### src/rtl/ctrl_word_pkg.sv
// Shared definitions for the 16-bit packed control-word format.
// Used by both the control-word packer and the unpacker.
package ctrl_word_pkg;

    localparam int WORD_W     = 16;

    // Bit positions inside the packed word
    localparam int RSVD_BIT   = 15;
    localparam int A_MSB      = 14;
    localparam int A_LSB      = 12;
    localparam int B_MSB      = 11;
    localparam int B_LSB      = 8;
    localparam int CIN_BIT    = 7;
    localparam int C_MSB      = 6;
    localparam int C_LSB      = 4;
    localparam int REC_MSB    = 3;
    localparam int REC_LSB    = 2;
    localparam int PC_EN_BIT  = 1;
    localparam int REG_EN_BIT = 0;

    // Output stage state
    typedef enum logic {
        EMPTY = 1'b0,
        FULL  = 1'b1
    } out_state_e;

    // Decoded fields; covers every bit of the word except the reserved bit
    typedef struct packed {
        logic [2:0] a;
        logic [3:0] b;
        logic       cin;
        logic [2:0] c;
        logic [1:0] rec;
        logic       pc_en;
        logic       reg_en;
    } ctrl_fields_t;

    // Split the non-reserved part of a packed word into named fields
    function automatic ctrl_fields_t unpack_word(input logic [RSVD_BIT-1:0] w);
        ctrl_fields_t f;
        f.a      = w[A_MSB:A_LSB];
        f.b      = w[B_MSB:B_LSB];
        f.cin    = w[CIN_BIT];
        f.c      = w[C_MSB:C_LSB];
        f.rec    = w[REC_MSB:REC_LSB];
        f.pc_en  = w[PC_EN_BIT];
        f.reg_en = w[REG_EN_BIT];
        return f;
    endfunction

endpackage

### src/rtl/ctrl_word_unpack_if.sv
// Handshake bus of the control-word unpacker: packed words in, decoded
// fields and strobes out. master = word source / field consumer side,
// slave = the unpacker itself.
interface ctrl_word_unpack_if;
    import ctrl_word_pkg::*;

    logic              in_valid;
    logic              in_ready;
    logic [WORD_W-1:0] in_word;
    logic              out_valid;
    logic              out_ready;
    logic [2:0]        field_a;
    logic [3:0]        field_b;
    logic              cin;
    logic [2:0]        field_c;
    logic [1:0]        rec;
    logic              pc_en_stb;
    logic              reg_en_stb;

    modport master (
        output in_valid, in_word, out_ready,
        input  in_ready, out_valid, field_a, field_b, cin, field_c, rec,
               pc_en_stb, reg_en_stb
    );

    modport slave (
        input  in_valid, in_word, out_ready,
        output in_ready, out_valid, field_a, field_b, cin, field_c, rec,
               pc_en_stb, reg_en_stb
    );

endinterface

### src/rtl/ctrl_word_fifo.sv
// Small synchronous FIFO between the input handshake and the output stage.
// Pointers carry one extra wrap bit so full/empty come from an MSB compare.
// DEPTH must be a power of two, >= 2. No bypass: a pushed entry is visible
// at the head only after the edge that wrote it.
module ctrl_word_fifo #(
    parameter int DEPTH = 2,
    parameter int WIDTH = 15
) (
    input  logic             clk,
    input  logic             reset,
    input  logic             flush,
    input  logic             push,
    input  logic             pop,
    input  logic [WIDTH-1:0] wr_data,
    output logic [WIDTH-1:0] rd_data,
    output logic             full,
    output logic             empty
);

    localparam int AW = $clog2(DEPTH);

    logic [WIDTH-1:0] mem [DEPTH];
    logic [AW:0]      wr_ptr;
    logic [AW:0]      rd_ptr;

    // Advance pointers on push/pop; flush drops every stored entry
    always_ff @(posedge clk or negedge reset) begin
        // NOTE: registers use non-blocking assignments so every flop samples pre-edge values.
        if (!reset) begin
            wr_ptr <= '0;
            rd_ptr <= '0;
        end else if (flush) begin
            wr_ptr <= '0;
            rd_ptr <= '0;
        end else begin
            if (push) wr_ptr <= wr_ptr + 1'b1;
            if (pop)  rd_ptr <= rd_ptr + 1'b1;
        end
    end

    // Write the tail entry
    always_ff @(posedge clk) begin
        // NOTE: storage is not reset; the pointers alone decide what is valid.
        if (push) mem[wr_ptr[AW-1:0]] <= wr_data;
    end

    assign rd_data = mem[rd_ptr[AW-1:0]];
    assign empty   = (wr_ptr == rd_ptr);
    assign full    = (wr_ptr[AW] != rd_ptr[AW]) &&
                     (wr_ptr[AW-1:0] == rd_ptr[AW-1:0]);

endmodule

### src/rtl/ctrl_word_unpack.sv
// Consumer end of the 16-bit packed control-word format. Buffers accepted
// words in a FIFO, drops words with the reserved bit set (sticky err_rsvd),
// and presents registered fields plus single-cycle pc_en/reg_en strobes on
// the downstream handshake.
// Optional: define CTRL_WORD_UNPACK_ERRCNT_EN to add err_cnt[7:0], a
// saturating count of dropped reserved-bit words.
module ctrl_word_unpack
    import ctrl_word_pkg::*;
#(
    parameter int DEPTH = 2,
    parameter int WIDTH = 16
) (
    input  logic                 clk,
    input  logic                 reset,
    input  logic                 flush,
    ctrl_word_unpack_if.slave    bus,
    output logic                 err_rsvd
`ifdef CTRL_WORD_UNPACK_ERRCNT_EN
    ,
    output logic [7:0]           err_cnt
`endif
);

    out_state_e   state;
    logic         out_valid_q;
    ctrl_fields_t fields_q;
    ctrl_fields_t head;
    logic         fifo_full;
    logic         fifo_empty;
    logic         accept;
    logic         rsvd_hit;
    logic         push;
    logic         load;

    // Ready is held low during reset and otherwise reflects the pre-edge full flag
    assign bus.in_ready = reset & ~fifo_full;
    assign accept       = bus.in_valid & bus.in_ready;
    assign rsvd_hit     = accept & bus.in_word[RSVD_BIT];
    assign push         = accept & ~bus.in_word[RSVD_BIT] & ~flush;

    // Take the head when the output stage is empty or is being consumed now
    assign load = ~flush & ~fifo_empty & ((state == EMPTY) | bus.out_ready);

    ctrl_word_fifo #(
        .DEPTH (DEPTH),
        .WIDTH (WIDTH - 1)
    ) u_fifo (
        .clk     (clk),
        .reset   (reset),
        .flush   (flush),
        .push    (push),
        .pop     (load),
        .wr_data (unpack_word(bus.in_word[RSVD_BIT-1:0])),
        .rd_data (head),
        .full    (fifo_full),
        .empty   (fifo_empty)
    );

    // Output stage: load/reload field registers from the FIFO head
    always_ff @(posedge clk or negedge reset) begin
        if (!reset) begin
            state       <= EMPTY;
            out_valid_q <= 1'b0;
            fields_q    <= '0;
        end else if (flush) begin
            state       <= EMPTY;
            out_valid_q <= 1'b0;
        end else begin
            case (state)
                EMPTY: begin
                    if (load) begin
                        fields_q    <= head;
                        state       <= FULL;
                        out_valid_q <= 1'b1;
                    end
                end
                FULL: begin
                    if (bus.out_ready) begin
                        if (load) begin
                            fields_q <= head;
                        end else begin
                            state       <= EMPTY;
                            out_valid_q <= 1'b0;
                        end
                    end
                end
                default: begin
                    state       <= EMPTY;
                    out_valid_q <= 1'b0;
                end
            endcase
        end
    end

    assign bus.out_valid  = out_valid_q;
    assign bus.field_a    = fields_q.a;
    assign bus.field_b    = fields_q.b;
    assign bus.cin        = fields_q.cin;
    assign bus.field_c    = fields_q.c;
    assign bus.rec        = fields_q.rec;
    assign bus.pc_en_stb  = fields_q.pc_en  & out_valid_q & bus.out_ready;
    assign bus.reg_en_stb = fields_q.reg_en & out_valid_q & bus.out_ready;

    // Sticky reserved-bit error; only reset clears it
    always_ff @(posedge clk or negedge reset) begin
        if (!reset)        err_rsvd <= 1'b0;
        else if (rsvd_hit) err_rsvd <= 1'b1;
    end

`ifdef CTRL_WORD_UNPACK_ERRCNT_EN
    // Saturating count of dropped reserved-bit words; only reset clears it
    always_ff @(posedge clk or negedge reset) begin
        if (!reset)                             err_cnt <= 8'h00;
        else if (rsvd_hit && err_cnt != 8'hFF) err_cnt <= err_cnt + 8'h01;
    end
`endif

endmodule

### src/flat_wrapper.sv
// flat-port wrapper written by rule: the top's interface ports become plain ports
module ctrl_word_unpack_flat import ctrl_word_pkg::*;
#(
    parameter int DEPTH = 2,
    parameter int WIDTH = 16
)
  (clk, reset, flush, err_rsvd, bus_in_valid, bus_in_word, bus_out_ready, bus_in_ready, bus_out_valid, bus_field_a, bus_field_b, bus_cin, bus_field_c, bus_rec, bus_pc_en_stb, bus_reg_en_stb);
  ctrl_word_unpack_if bus_i ();
  input  logic clk;
  input  logic reset;
  input  logic flush;
  output logic err_rsvd;
  input wire logic [$bits(bus_i.in_valid)-1:0] bus_in_valid;
  input wire logic [$bits(bus_i.in_word)-1:0] bus_in_word;
  input wire logic [$bits(bus_i.out_ready)-1:0] bus_out_ready;
  output wire logic [$bits(bus_i.in_ready)-1:0] bus_in_ready;
  output wire logic [$bits(bus_i.out_valid)-1:0] bus_out_valid;
  output wire logic [$bits(bus_i.field_a)-1:0] bus_field_a;
  output wire logic [$bits(bus_i.field_b)-1:0] bus_field_b;
  output wire logic [$bits(bus_i.cin)-1:0] bus_cin;
  output wire logic [$bits(bus_i.field_c)-1:0] bus_field_c;
  output wire logic [$bits(bus_i.rec)-1:0] bus_rec;
  output wire logic [$bits(bus_i.pc_en_stb)-1:0] bus_pc_en_stb;
  output wire logic [$bits(bus_i.reg_en_stb)-1:0] bus_reg_en_stb;
  assign bus_i.in_valid = bus_in_valid;
  assign bus_i.in_word = bus_in_word;
  assign bus_i.out_ready = bus_out_ready;
  assign bus_in_ready = bus_i.in_ready;
  assign bus_out_valid = bus_i.out_valid;
  assign bus_field_a = bus_i.field_a;
  assign bus_field_b = bus_i.field_b;
  assign bus_cin = bus_i.cin;
  assign bus_field_c = bus_i.field_c;
  assign bus_rec = bus_i.rec;
  assign bus_pc_en_stb = bus_i.pc_en_stb;
  assign bus_reg_en_stb = bus_i.reg_en_stb;
  ctrl_word_unpack #(.DEPTH(DEPTH), .WIDTH(WIDTH)) u_core (.clk(clk), .reset(reset), .flush(flush), .bus(bus_i), .err_rsvd(err_rsvd));
endmodule
### config.mk
export PLATFORM = sky130hd
export DESIGN_NAME = ctrl_word_unpack_flat
export DESIGN_NICKNAME = d
export VERILOG_FILES = /design/src/rtl/ctrl_word_pkg.sv /design/src/rtl/ctrl_word_unpack_if.sv /design/src/rtl/ctrl_word_fifo.sv /design/src/rtl/ctrl_word_unpack.sv /design/src/flat_wrapper.sv
export SDC_FILE = /design/constraint.sdc
export NUM_CORES = 1
export LEC_CHECK = 0
export CAP_MARGIN = 20
export CORE_MARGIN = 1
export CORE_UTILIZATION = 48
export CTS_CLUSTER_SIZE = 20
export DETAILED_ROUTE_END_ITERATION = 16
export PLACE_DENSITY = 0.74
export SETUP_SLACK_MARGIN = 0.3
export SLEW_MARGIN = 20
export SYNTH_ARGS = -nofsm -noshare
export SYNTH_HDL_FRONTEND = slang
export SYNTH_SLANG_ARGS = --single-unit
### constraint.sdc
create_clock -name clk -period 3.8 [get_ports clk]
set_input_delay 0.76 -clock clk [delete_from_list [all_inputs] [get_ports clk]]
set_output_delay 0.76 -clock clk [all_outputs]
set_load 0.03 [all_outputs]
Word-level counts from Yosys, hierarchy flattened
Memory sizes are Yosys's and may differ from the RTL's.
Cells that the tools add are included.

operators by class
  multiplexer cells = 18
  bitwise gates (word level) = 17
  reduce and logical (&&, ||, !) cells = 5
  equality and inequality tests = 7
  add/subtract/negate cells = 2

operators by type and width
  kind                                            count
  two-way mux 15 bit                              2
  case mux 15 bit (2 select lines)                1
  AND 1 bit                                       11
  two-way mux 1 bit                               9
  two-way mux 2 bit                               4
  != test 3 bit (second input constant)           2
  NOT 1 bit                                       5
  adder 2 x 1 -> 2 bit (second input constant)    2
  case mux 1 bit (2 select lines)                 2
  nonzero test 2 bit                              2
  != test 3 x 2 -> 1 bit (second input constant)  1
  AND reduction 3 bit                             1
  == test 2 bit                                   1
  != test 2 bit (second input constant)           1
  AND reduction 2 bit                             1
  == test 1 bit                                   1
  logical AND 1 bit                               1
  != test 1 bit                                   1
  bitwise OR 1 bit                                1

word-level totals
  memories kept = 1
  memory bits (writable) = 30
  word-level logic and storage cells = 62
  register bits after elaboration = 22
  output and inout bits = 18

memory list
  memory             words  width  rd ports  clocked after memory_dff  write ports  line                  RTL
  u_core.u_fifo.mem  2      15     1         0                         1            ctrl_word_fifo.sv:22  logic [WIDTH-1:0] mem [DEPTH];

Logic depth before layout (Yosys ltp)
Gate-level depths: netlist (run 1).

  depth after elaboration = 9
  depth in mapped cells = 5

By module
From an unflattened synthesis (run 1), not the netlist that was laid out.

unflattened totals
  cell total of the unflattened synthesis = 129
  area total of the unflattened synthesis = 2,199.6 um^2

modules (own cells, without submodules)
  module            area each (um^2)  times used  cells each  sequential area each (um^2)
  ctrl_word_fifo    1,340.0           1           67          1,001.0
  ctrl_word_unpack  859.6             1           62          450.4

Worst setup path after synthesis (run 1)
OpenSTA, ideal clock, no wires.

  kind = input -> register
  start point = in bus_in_valid
  end point = mem u_core.u_fifo.mem[1][0] (enable)
  required time = 3.391 ns
  setup time = 0.409 ns
  slack = 1.102 ns
  buffers on the path = 0
  stages on the path = 3
  arrival = 2.288 ns
  cells stage by stage = nand2_1 -> a211o_1 -> nor3b_1

between the ends
  cells in the longest elaborated chain, start to end = 5

RTL lines
  item                                     line                    RTL
  from (decl)                              flat_wrapper.sv:13      input wire logic [$bits(bus_i.in_valid)-1:0] bus_in_valid;
  AND 1 bit                                ctrl_word_unpack.sv:37  assign accept = bus.in_valid & bus.in_ready;
  AND 1 bit (2 in a row)                   ctrl_word_unpack.sv:39  assign push = accept & ~bus.in_word[RSVD_BIT] & ~flush;
  two-way mux 1 bit                        ctrl_word_fifo.sv:44    if (push) mem[wr_ptr[AW-1:0]] <= wr_data;
  two-way mux 1 bit (implied by the code)  ctrl_word_fifo.sv:44
  to (decl)                                ctrl_word_fifo.sv:22

No other way between the ends.

Worst setup path after layout (run 1)
  start point = in bus_out_ready
  end point = out bus_reg_en_stb

between the ends
  cells in the longest elaborated chain, start to end = 1

RTL lines
  item         line                     RTL
  from (decl)  flat_wrapper.sv:15       input wire logic [$bits(bus_i.out_ready)-1:0] bus_out_ready;
  AND 1 bit    ctrl_word_unpack.sv:102  assign bus.reg_en_stb = fields_q.reg_en & out_valid_q & bus.out_ready;
  to (decl)    flat_wrapper.sv:24       output wire logic [$bits(bus_i.reg_en_stb)-1:0] bus_reg_en_stb;

No other way between the ends.

==> reports/metrics.yaml, run 1 <==
netlist_area_sq_um: 2170
worst_pin_slew_ps: 812
dp.final_hpwl_um: 2260
worstHoldPathType: "reg2reg"
gr-usage-all-layers_pct: 15.3
finalSetupViolations: 0
gp_congestion: 0.734
max_stage_delay_ps: 660
wl_per_cell_um: 15.2
hold_buffers: 0
cts.repair.resized: 0
ys_seq_area_share_pct: 67.0
fin_crit_ps: 2850
worstSetupPathType: "in2out"
dr_total_vias: 1122
end_kind: "output pin"
utilization_pct: 60.7
grt_pass1_vias: 1177
cap_violations: 0
fillCellCount: 323
rows: 24
portBuffers: 38
ant_nets: 0
clock.fmax_ghz: 0.351
insertion_delay_ps: 290
power.total_mw: 1.80
path_common_cell: "clkdlybuf4s50_1"
final_common_cell: "clkdlybuf4s50_1"
peakVddDrop_v: 0.000427
worst_ep_arrival_time_ps: 2090
crit_slowest_cell: "clkdlybuf4s50_1"
crit_buf_inv: 2
min_period_over_period_pct: 75.0
cts-buffers-inserted: 5
start_util_pct: 49.8
outcome: "finished, final reports clean"
ys_seq_elements: 52
final_cell_mix: "clkdlybuf4s50_1, mux2_2, edfxtp_1"
clockBufferDepth: 2
hold_violations: 0
tns_ps: 0
die_w_um: 69.2
drt-initial-drc-count: 50
cp_cell_sequence: "clkdlybuf4s50_1 > and3_1 > clkdlybuf4s50_1"
fp.coreArea_sq_um: 4350
layout.cells.non_filler: 220
required_ps: 3040
yosysUniqueCellTypes: 27
drt_wl_total_um: 3340
crit_family: "buffers and inverters"
maxSlewViolCount: 0
async_flop_share_pct: 42.3
synth_area_per_cell_sq_um: 16.2
path_clk_slew_ps: 90
tritoncts: "built"
setup_ws_ps: 951
antenna_found_initial: 0
startpoint_type: "input port"
max_slew_margin_pct: 45.7
grt-ovfl-total: 0
p_per_area_nw_per_um2: 682
rsz0062_at_grt: "false"
grt_max_degree: 26
grt_util_met1_pct: 19.6
netlist_instances: 134
synthFlopType: "edfxtp_1"
pre_cts_ws_ps: 949
dieArea_sq_um: 4790
viasPerCell: 5.10
drt_pass1_iterations: 4
layout.nets: 188
root_buffer: "clkbuf_8"
busiest_layer: "met2"
synth_nets: 155
clock-sinks: 52
grtUsageMet3_pct: 3.92
diodes: 0
ys_warn_count: 0
area_delta_synth_final_pct: 21.9
ios: 39
cts_setup_buffers: 0
htreeDepth: 2
grt_pass1_wl_um: 5600
synth_edf_count: 30
use_met2_pct: 25.1
clock_skew_ps: 3.84
cp_max_fo: 4
dpl.cell_count: 212
die_y_um: 69.2
drive_gt1_share_pct: 28.6
p_leak_nw: 0.974
drc_errors: 0
-- path summary, 6_finish.rpt --
kind	startpoint	endpoint	slack, ps	cells past startpoint
worst max-delay path	bus_out_ready	bus_reg_en_stb	950	3
worst min-delay path	u_core.err_rsvd$_DFFE_PN0P_	u_core.err_rsvd$_DFFE_PN0P_	490	1
worst max register to register	u_core.u_fifo.rd_ptr[1]$_DFFE_PN0P_	u_core.bus.field_a[1]$_DFFE_PN0P_	1790	3
worst min register to register	u_core.err_rsvd$_DFFE_PN0P_	u_core.err_rsvd$_DFFE_PN0P_	490	1
max in group asynchronous	reset	u_core.bus.cin$_DFFE_PN0P_	2660	2
min in group asynchronous	reset	u_core.bus.field_b[2]$_DFFE_PN0P_	890	2
-- flip-flops by register name, summed over array words and instances, names as in the netlist --
register,flops
u_core.bus.field_b,4
u_core.fields_q,2
u_core.bus.field_c,3
u_core.u_fifo.wr_ptr,2
u_core.bus.field_a,3
u_core.bus.rec,2
u_core.err_rsvd,1
u_core.u_fifo.rd_ptr,2
u_core.state,1
u_core.bus.cin,1
u_core.bus.out_valid,1
u_core.u_fifo.mem,30
-- routing by layer --
layer / up-vias / routed length (um)
met5: - / 0
met4: 0 / 29
met3: 4 / 135
met2: 30 / 1660
met1: 548 / 1510
li1: 540 / -
-- power breakdown --
group | internal, mW | switching (mW)
Combinational | 0.332 | 0.336
Clock | 0.195 | 0.165
Sequential | 0.706 | 0.0669
Total | 1.23 | 0.568
-- synth_stat cells (2+ instances only) --
library cell | instances | share of area, %
and3_1 | 2 | 0.58
buf_4 | 13 | 4.5
dfrtp_1 | 22 | 25
edfxtp_1 | 30 | 42
inv_1 | 2 | 0.35
mux2_2 | 33 | 17
mux2i_1 | 2 | 0.92
nand2_1 | 4 | 0.69
nor2_1 | 5 | 0.87
nor2b_1 | 4 | 1.2
-- cell type report --
| type | instances | area, sq um | area share, % |
|---|---|---|---|
| Inverter | 2 | 7.51 | 0.284 |
| Sequential cell | 52 | 1450 | 54.9 |
| Clock buffer | 6 | 72.6 | 2.75 |
| Tap cell | 52 | 65.1 | 2.46 |
| Timing Repair Buffer | 42 | 410 | 15.5 |
| Multi-Input combinational cell | 64 | 601 | 22.7 |
| Clock inverter | 2 | 35.0 | 1.33 |
-- through the flow --
| stage | instance area (sq um) | hold slack, ps |
|---|---|---|
| floorplan | 2170 | 464 |
| global placement | 2530 | 465 |
| detailed placement | 2530 | 480 |
| CTS | 2640 | 500 |
| global route | 2640 | 525 |
| finish | 2640 | 493 |
-- kinds of logic (layout without fill, tap and decap cells) --
logic type                after synthesis  in the layout  share of synthesized area (%)
AOI/OAI and AO/OA                       7              7                           3.06
xor gates and xnor gates                3              3                           1.56
buffers and inverters                  18             52                           5.77
DFF                                    52             52                           67.0
muxes                                  35             35                           18.1
and+or+nand+nor                        19             19                           4.56
-- worst register-to-register path: cells and delay by family (launching register included) --
kind | cells | cell delay (ps)
AOI/OAI and AO/OA | 1 | 770
DFF | 1 | 450
muxes | 1 | 420
xor gates and xnor gates | 1 | 260
(Power assumes the default switching activity.)
==> inputs of run 2 (changes only) <==
clock period = 2.8 ns   (was 3.8 ns; I/O delays follow)
==> reports/metrics.yaml, run 2 (synthesized netlist as in run 1, its figures left out) <==
area_delta_synth_final_pct: 22.6
viasPerCell: 5.11  # +0.25%
dpl-instance-area_sq_um: 2550  # +0.49%
min_period_over_period_pct: 87.6
comb_power_share_pct: 37.1  # about the same
rsz0062_at_grt: "false"
worstHoldPathType: "reg2reg"
grt_max_degree: 26  # unchanged
required_ps: 2240  # -800 ps
drt_wl_total_um: 3390  # +1.5%
grt_pass1_wl_um: 5660  # +1.1%
hold_violations: 0  # unchanged
cap_violations: 0  # unchanged
clock.fmax_ghz: 0.408
grt_pass1_vias: 1188  # +0.93%
tns_ps: 0  # unchanged
clockBufferDepth: 2  # unchanged
tritoncts: "built"
grt_util_met1_pct: 17.7  # -1.9 points
crit_slowest_cell: "clkdlybuf4s50_1"
drt_pass1_iterations: 4  # unchanged
die_y_um: 69.2  # unchanged
drc_errors: 0  # unchanged
p_leak_nw: 1.00  # +3.0%
root_buffer: "clkbuf_8"
startpoint_type: "input port"
rows: 24  # unchanged
worstHoldPathCells: 1  # unchanged
fp.coreArea_sq_um: 4350  # unchanged
reg2reg_depth: 4  # +1
htreeDepth: 2  # unchanged
cts-buffers-inserted: 5  # unchanged
dp.final_hpwl_um: 2280  # +1.0%
gp_congestion: 0.696  # -5.2%
busiest_layer: "met2"
swShare_pct: 31.8  # +0.24 points
path_clk_slew_ps: 90  # about the same
dieArea_sq_um: 4790  # unchanged
dr_total_vias: 1135  # +1.2%
outcome: "finished, final reports clean"
pre_cts_ws_ps: 357  # -591 ps
final_common_cell: "clkdlybuf4s50_1"
grtUsageMet3_pct: 5.23  # +1.3 points
drive_gt1_share_pct: 30.0  # +1.4 points
crit_family: "buffers and inverters"
final_cell_mix: "clkdlybuf4s50_1, mux2_2, edfxtp_1"
intPower_mw: 1.68  # +36%
pwr-share-clk_pct: 20.2  # +0.2 points
clock_skew_ps: 5.98  # +2.14 ps
path_common_cell: "clkdlybuf4s50_1"
diodes: 0  # unchanged
fillCellCount: 325  # +0.62%
cts_setup_buffers: 0  # unchanged
cp_max_fo: 4  # unchanged
portBuffers: 38  # unchanged
end_kind: "output pin"
fin_area_sq_um: 2660  # +0.57%
drt-initial-drc-count: 57  # +14%
ant_nets: 0  # unchanged
worstSetupPathType: "in2out"
seq_power_share_pct: 42.6  # -0.3 points
gr-usage-all-layers_pct: 15.7  # +0.38 points
finalSetupViolations: 0  # unchanged
crit_buf_inv: 2  # unchanged
worst-path-stages: 3  # unchanged
insertion_delay_ps: 300  # about the same
use_met2_pct: 26.5  # +1.4 points
largest_reg_flops: 30  # unchanged
start_util_pct: 49.8  # unchanged
grt-ovfl-total: 0  # unchanged
clock-sinks: 52  # unchanged
setup_ws_ps: 348  # -603 ps
maxSlewViolCount: 0  # unchanged
die_w_um: 69.2  # unchanged
antenna_found_initial: 0  # unchanged
p_per_area_nw_per_um2: 926  # +36%
p_sw_mw: 0.781  # +38%
peakVddDrop_v: 0.000412  # -3.6%
ios: 39  # unchanged
hold_buffers: 0  # unchanged
wl_per_cell_um: 15.3  # +0.61%
cp_cell_sequence: "clkdlybuf4s50_1 > and3_1 > clkdlybuf4s50_1"
max_stage_delay_ps: 660  # about the same
worst_ep_arrival_time_ps: 1890  # -200 ps
worst_pin_slew_ps: 593  # -219 ps
fin_crit_ps: 2450
layout.nets: 190  # +1.1%
max_slew_margin_pct: 60.2  # +14 points
utilization_pct: 61.0  # +0.34 points
-- run 2: cell types whose count changed in the layout (fill, tap and decap cells not counted) --
cell / previous run / this run
buf_4: 4 / 7
dlymetal6s2s_1: 0 / 1
clkdlybuf4s50_1: 38 / 36
-- run 2: repair_timing --
action                     CTS  global route
resized for setup            0             1
hold endpoints to repair     0             0
setup endpoints to repair    0             1
-- run 2: layout make-up --
type	instances	area, sq um	area share [%]
Multi-Input combinational cell	64	601	22.6
Clock buffer	6	72.6	2.73
Inverter	2	7.51	0.282
Timing Repair Buffer	44	425	16.0
Clock inverter	2	35.0	1.32
Tap cell	52	65.1	2.45
Sequential cell	52	1450	54.6
-- run 2: worst paths after layout --
kind | startpoint | to | slack, ps
setup / recovery | bus_out_ready | bus_pc_en_stb | 350
hold / removal | u_core.err_rsvd$_DFFE_PN0P_ | u_core.err_rsvd$_DFFE_PN0P_ | 490
setup reg to reg | u_core.u_fifo.wr_ptr[0]$_DFFE_PN0P_ | u_core.u_fifo.mem[1][7]$_DFFE_PP_ | 940
hold reg to reg | u_core.err_rsvd$_DFFE_PN0P_ | u_core.err_rsvd$_DFFE_PN0P_ | 490
max in group asynchronous | reset | u_core.bus.cin$_DFFE_PN0P_ | 1900
min in group asynchronous | reset | u_core.err_rsvd$_DFFE_PN0P_ | 650
-- run 2: metrics by stage --
stage               std cells  power, mW  hold slack (ps)
floorplan                 134       1.77              264
finish                    222       2.46              486
CTS                       222       2.48              489
global placement          214       1.96              451
global route              222       2.57              508
detailed placement        214       1.99              468
-- run 2: power groups by stage --
| stage | sequential (mW) | combinational, mW | clock (mW) |
|---|---|---|---|
| floorplan | 1.06 | 0.710 | 0 |
| global route | 1.07 | 0.957 | 0.546 |
| global placement | 1.06 | 0.901 | 0 |
| finish | 1.05 | 0.914 | 0.498 |
| detailed placement | 1.07 | 0.922 | 0 |
| CTS | 1.05 | 0.925 | 0.509 |
-- run 2: metal layers --
metal	share of wire [%]	up-vias
li1	-	545
met1	42	555
met2	52	28
met3	4.0	7
met4	2.3	0
met5	0	-
-- run 2: worst register-to-register path, cell delays in order, from the launching register on --
cell and delay, ps:
dfrtp_1 480, xnor2_2 250, a211o_1 350, nor3b_2 200
buf_4 270
==> inputs of run 3 (changes only) <==
ABC_CLOCK_PERIOD_IN_PS = 2800   (was unset)
DONT_BUFFER_PORTS = 1   (was unset)
PLACE_DENSITY = 0.63   (was 0.74)
==> reports/metrics.yaml, run 3 (synthesized netlist as in run 1, its figures left out) <==
die_y_um: 69.2  # unchanged
drc_errors: 0  # unchanged
grt_max_degree: 23  # -12%
fp.coreArea_sq_um: 4350  # unchanged
finalSetupViolations: 0  # unchanged
startpoint_type: "flop"
root_buffer: "clkbuf_8"
largest_reg_flops: 30  # unchanged
tns_ps: 0  # unchanged
grt_util_met1_pct: 16.2  # -1.5 points
worstHoldPathType: "in2async"
die_w_um: 69.2  # unchanged
ant_nets: 0  # unchanged
drive_gt1_share_pct: 37.9  # +7.9 points
worstSetupStartpoint: "u_core.u_fifo.wr_ptr[0]$_DFFE_PN0P_"
clock.fmax_ghz: 0.473  # +16%
p_per_area_nw_per_um2: 969  # +4.7%
rows: 24  # unchanged
maxSlewViolCount: 0  # unchanged
r2r_end: "u_core.bus.field_c[2]$_DFFE_PN0P_"
tritoncts: "built"
grt_pass1_wl_um: 5010  # -12%
comb_power_share_pct: 19.8  # -17 points
area_delta_synth_final_pct: 4.97
cts_setup_buffers: 0  # unchanged
path_clk_slew_ps: 90  # about the same
crit_buf_inv: 0  # -2
p_sw_mw: 0.735  # -5.9%
clockBufferDepth: 2  # unchanged
reg2reg_depth: 4  # unchanged
seq_power_share_pct: 57.8  # +15 points
drt_wl_total_um: 3110  # -8.2%
cp_max_fo: 7  # +3
ios: 39  # unchanged
crit_path_end: "bus_in_ready"
crit_slowest_cell: "dfrtp_1"
max_stage_delay_ps: 490  # -170 ps
viasPerCell: 5.51  # +7.8%
rsz0062_at_grt: "false"
grt_pass1_vias: 1026  # -14%
pwr-share-clk_pct: 22.3  # +2.1 points
min_period_over_period_pct: 75.4  # -12 points
peakVddDrop_v: 0.000443  # +7.5%
diodes: 0  # unchanged
end_kind: "output pin"
r2r-start: "u_core.u_fifo.wr_ptr[0]$_DFFE_PN0P_"
outcome: "finished, final reports clean"
swShare_pct: 33.4  # +1.6 points
use_met2_pct: 23.1  # -3.5 points
gp_congestion: 0.769  # +11%
drt_pass1_iterations: 4  # unchanged
intPower_mw: 1.47  # -13%
cts-buffers-inserted: 5  # unchanged
portBuffers: 0  # -100%
layout.nets: 152  # -20%
dpl-instance-area_sq_um: 2160  # -15%
busiest_layer: "met2"
max_slew_margin_pct: 60.9  # +0.76 points
hold_violations: 0  # unchanged
required_ps: 2240  # about the same
worst_pin_slew_ps: 582  # -11.4 ps
gr-usage-all-layers_pct: 14.0  # -1.7 points
setup_ws_ps: 688  # +340 ps
fin_area_sq_um: 2270  # -14%
regToRegSetupSlack_ps: 850  # -90 ps
p_leak_nw: 0.836  # -17%
grtUsageMet3_pct: 5.81  # +0.58 points
grt-ovfl-total: 0  # unchanged
start_util_pct: 49.8  # unchanged
insertion_delay_ps: 300  # about the same
wl_per_cell_um: 16.9  # +11%
drt-initial-drc-count: 53  # -7.0%
clock_skew_ps: 5.86  # -0.124 ps
cp_cell_sequence: "xnor2_2 > nand2_1 > and2_1"
cap_violations: 0  # unchanged
fin_crit_ps: 2110  # -340 ps
utilization_pct: 52.2  # -8.8 points
final_cell_mix: "mux2_2, edfxtp_1, dfrtp_1"
clock-sinks: 52  # unchanged
worst-path-stages: 3  # unchanged
htreeDepth: 2  # unchanged
dr_total_vias: 1014  # -11%
pre_cts_ws_ps: 851  # +493 ps
dp.final_hpwl_um: 2070  # -9.3%
worstSetupPathType: "reg2out"
worst_ep_arrival_time_ps: 1550  # -340 ps
final_common_cell: "mux2_2"
dieArea_sq_um: 4790  # unchanged
antenna_found_initial: 0  # unchanged
crit_family: "flip-flops"
run 3: how the worst min path moves through the flow:
stage,end,slack (ps)
CTS,u_core.state$_DFF_PN0_,300
detailed placement,u_core.bus.field_b[3]$_DFFE_PN0P_,260
finish,u_core.bus.cin$_DFFE_PN0P_,210
floorplan,u_core.bus.cin$_DFFE_PN0P_,260
global placement,u_core.bus.field_b[3]$_DFFE_PN0P_,270
global route,u_core.u_fifo.rd_ptr[0]$_DFFE_PN0P_,250
run 3: power by group through the flow:
stage	clock, mW	sequential, mW	combinational, mW
after floorplan	0	1.06	0.710
after global placement	0	1.29	0.424
after detailed placement	0	1.30	0.435
after CTS	0.503	1.28	0.445
after global routing	0.534	1.30	0.481
final	0.491	1.27	0.437
run 3: cell type report:
cell class / count / area (sq um)
clock buffers: 6 / 72.6
clock inverters: 2 / 35.0
multi-input cells: 64 / 601
repair buffers: 6 / 42.5
well taps: 52 / 65.1
flip-flops and latches: 52 / 1450
inverters: 2 / 7.51
fillers: 360 / 2080
run 3: layer usage:
metal	share of wire, %	vias to the layer above	wire length [um]
li1	-	469	-
met1	43	513	1320
met2	49	26	1510
met3	7.0	6	219
met4	1.6	0	51
met5	0	-	0
run 3: what timing repair did:
action / in CTS / in global routing
hold buffers: 1 / 0
hold endpoints to repair: 22 / 0
resized for setup: 0 / 0
run 3: stage by stage:
stage | hold slack [ps] | total power, mW | cells
after detailed placement | 265 | 1.73 | 175
after floorplan | 264 | 1.77 | 134
after global placement | 265 | 1.72 | 175
final | 212 | 2.20 | 184
after CTS | 301 | 2.23 | 184
after global routing | 252 | 2.31 | 184
==> patch, RTL diff (config.mk and constraints of run 1) <==
Set the package constant `PC_EN_BIT` to 0 (it was 1).
--- a/src/rtl/ctrl_word_pkg.sv
+++ b/src/rtl/ctrl_word_pkg.sv
@@ -15,7 +15,7 @@
     localparam int C_LSB      = 4;
     localparam int REC_MSB    = 3;
     localparam int REC_LSB    = 2;
-    localparam int PC_EN_BIT  = 1;
+    localparam int PC_EN_BIT  = 0;
     localparam int REG_EN_BIT = 0;
 
     // Output stage state
Behaviour: not the same (Yosys sat finds a counterexample within 4 cycles, from zero or initial values and one cycle with reset low).
==> patch against run 1 <==
  * Sequential cell count decreased by 3
  * Wire length shrank 2.2%
  * Power grew 0.20%
  * Synthesized area shrank 4.9%
  * Combinational power shrank 2%
  * Fmax shrank 1.0%
  * Final area shrank 3.8%
  * Critical path depth is the same
  * Die area is 4.8% lower
  * Final cell count is 4.1% lower
  * Worst setup slack lost 30 ps
  * Critical path type unchanged
  * Largest cell class unchanged
  * Largest power group unchanged
==> patch: results (changes against run 1) <==
[timing]
tightest_slew_ps=798  ; was 812 ps
skew_ps=9.62  ; was 3.84 ps
drv_slew=0  ; unchanged

[cts]
htreeDepth=2  ; unchanged
worstSkewPairLatency_ps=300
numCtsBuffers=5  ; unchanged

[power_and_ir_drop]
peakVddDrop_mv=0.494  ; was 0.427 mV
leakagePower_nw=0.940  ; was 0.974 nW

[grt]
grt_use_met1_pct=20.9  ; was 19.6%
use_met3_pct=4.73  ; was 3.92%
grt_max_degree=25  ; was 26
use_met2_pct=26.2  ; was 25.1%
grt_pass1_vias=1056  ; was 1177
grt_pass1_wl_um=5180  ; was 5600 µm
grt_usage_pct=16.4  ; was 15.3%

[routing]
drt_wl_total_um=3260  ; was 3340 µm
met1Wirelength_um=1500  ; was 1510 µm
dr_wl_met2_um=1570  ; was 1660 µm
routed-wl-met3_um=167  ; was 135 µm
detail_route.vias_per_cell=5.15  ; was 5.10
dr.first_iter.drc_count=49  ; was 50

[placement]
dp_hpwl_um=2160  ; was 2260 µm
post-place-ws_ps=922  ; was 949 ps
gp_congestion=0.708  ; was 0.734
placed_area_um2=2410  ; was 2530 µm²
io_buffers=37  ; was 38

[logic_synthesis]
synth.distinct_cells=27  ; unchanged
synthTopCellsByCount=31 x mux2_2, 28 x edfxtp_1, 21 x dfrtp_1  ; was 33 x mux2_2, 30 x edfxtp_1, 22 x dfrtp_1
synth-main-ff-cell=edfxtp_1  ; unchanged
synth-async-reset-ratio_pct=42.9  ; was 42.3%
syn_nets=150  ; was 155
synth_edf_count=28  ; was 30
netlist.area_leader.share_pct=40.8  ; was 41.6%
synth_seq_area_share_pct=66.3  ; was 67.0%
synth_area_leaders=edfxtp_1 41%, dfrtp_1 26%, mux2_2 17%  ; was edfxtp_1 42%, dfrtp_1 25%, mux2_2 17%

[setup_path]
crit_fanout=3  ; was 4
critPathTopFamily=buffers and inverters  ; unchanged
cp.arrival_ps=2120  ; was 2090 ps

[finish]
largest_reg_flops=28  ; was 30
layout-drive-gt1-share_pct=29.2  ; was 28.6%
nNetsFinal=181  ; was 188

[outcome]
status=completed  ; unchanged

## patch: changes by cell type in the layout (fill, tap and decap cells not counted), sizes merged
cell,before,now
dfrtp,22,21
clkbuf,6,5
mux2,33,31
and3,2,1
bufinv,1,2
clkdlybuf4s50,38,37
edfxtp,30,28
## patch: report_power, final
group / total (mW) / switching [mW] / internal [mW]
combinational: 0.655 / 0.333 / 0.322
sequential: 0.727 / 0.0613 / 0.665
clock: 0.423 / 0.162 / 0.261
## patch: path summary, 6_finish.rpt
kind | startpoint | to | slack [ps] | cells after the start
setup / recovery | bus_out_ready | bus_pc_en_stb | 920 | 3
hold reg to reg | u_core.err_rsvd | u_core.err_rsvd | 470 | 1
max in group asynchronous | reset | u_core.bus.cin | 2690 | 2
min in group asynchronous | reset | u_core.state | 860 | 2
hold / removal | u_core.err_rsvd | u_core.err_rsvd | 470 | 1
setup reg to reg | u_core.u_fifo.rd_ptr[1] | u_core.bus.field_b[1] | 1810 | 3
## patch: logic make-up after synthesis
| group | synth area share [%] |
|---|---|
| multiplexers | 17.9 |
| buffers and inverters | 6.44 |
| AO/OA/AOI/OAI | 3.22 |
| AND/OR/NAND/NOR | 4.49 |
| flip-flops | 66.3 |
| XOR/XNOR | 1.64 |
## patch: cell type report
class | count | area (µm²)
Timing Repair Buffer | 41 | 400
Fill cell | 284 | 1520
Multi-Input combinational cell | 61 | 572
Tap cell | 50 | 62.6
Sequential cell | 49 | 1370
Inverter | 2 | 7.51
Clock buffer | 5 | 68.8
Clock inverter | 3 | 65.1
## patch: stage by stage
step	util (%)	instances	total power, mW
global placement	59.4	203	1.38
detailed placement	59.4	203	1.40
floorplan	-	129	1.25
CTS	62.7	211	1.82
finish	62.7	211	1.80
global route	62.7	211	1.89
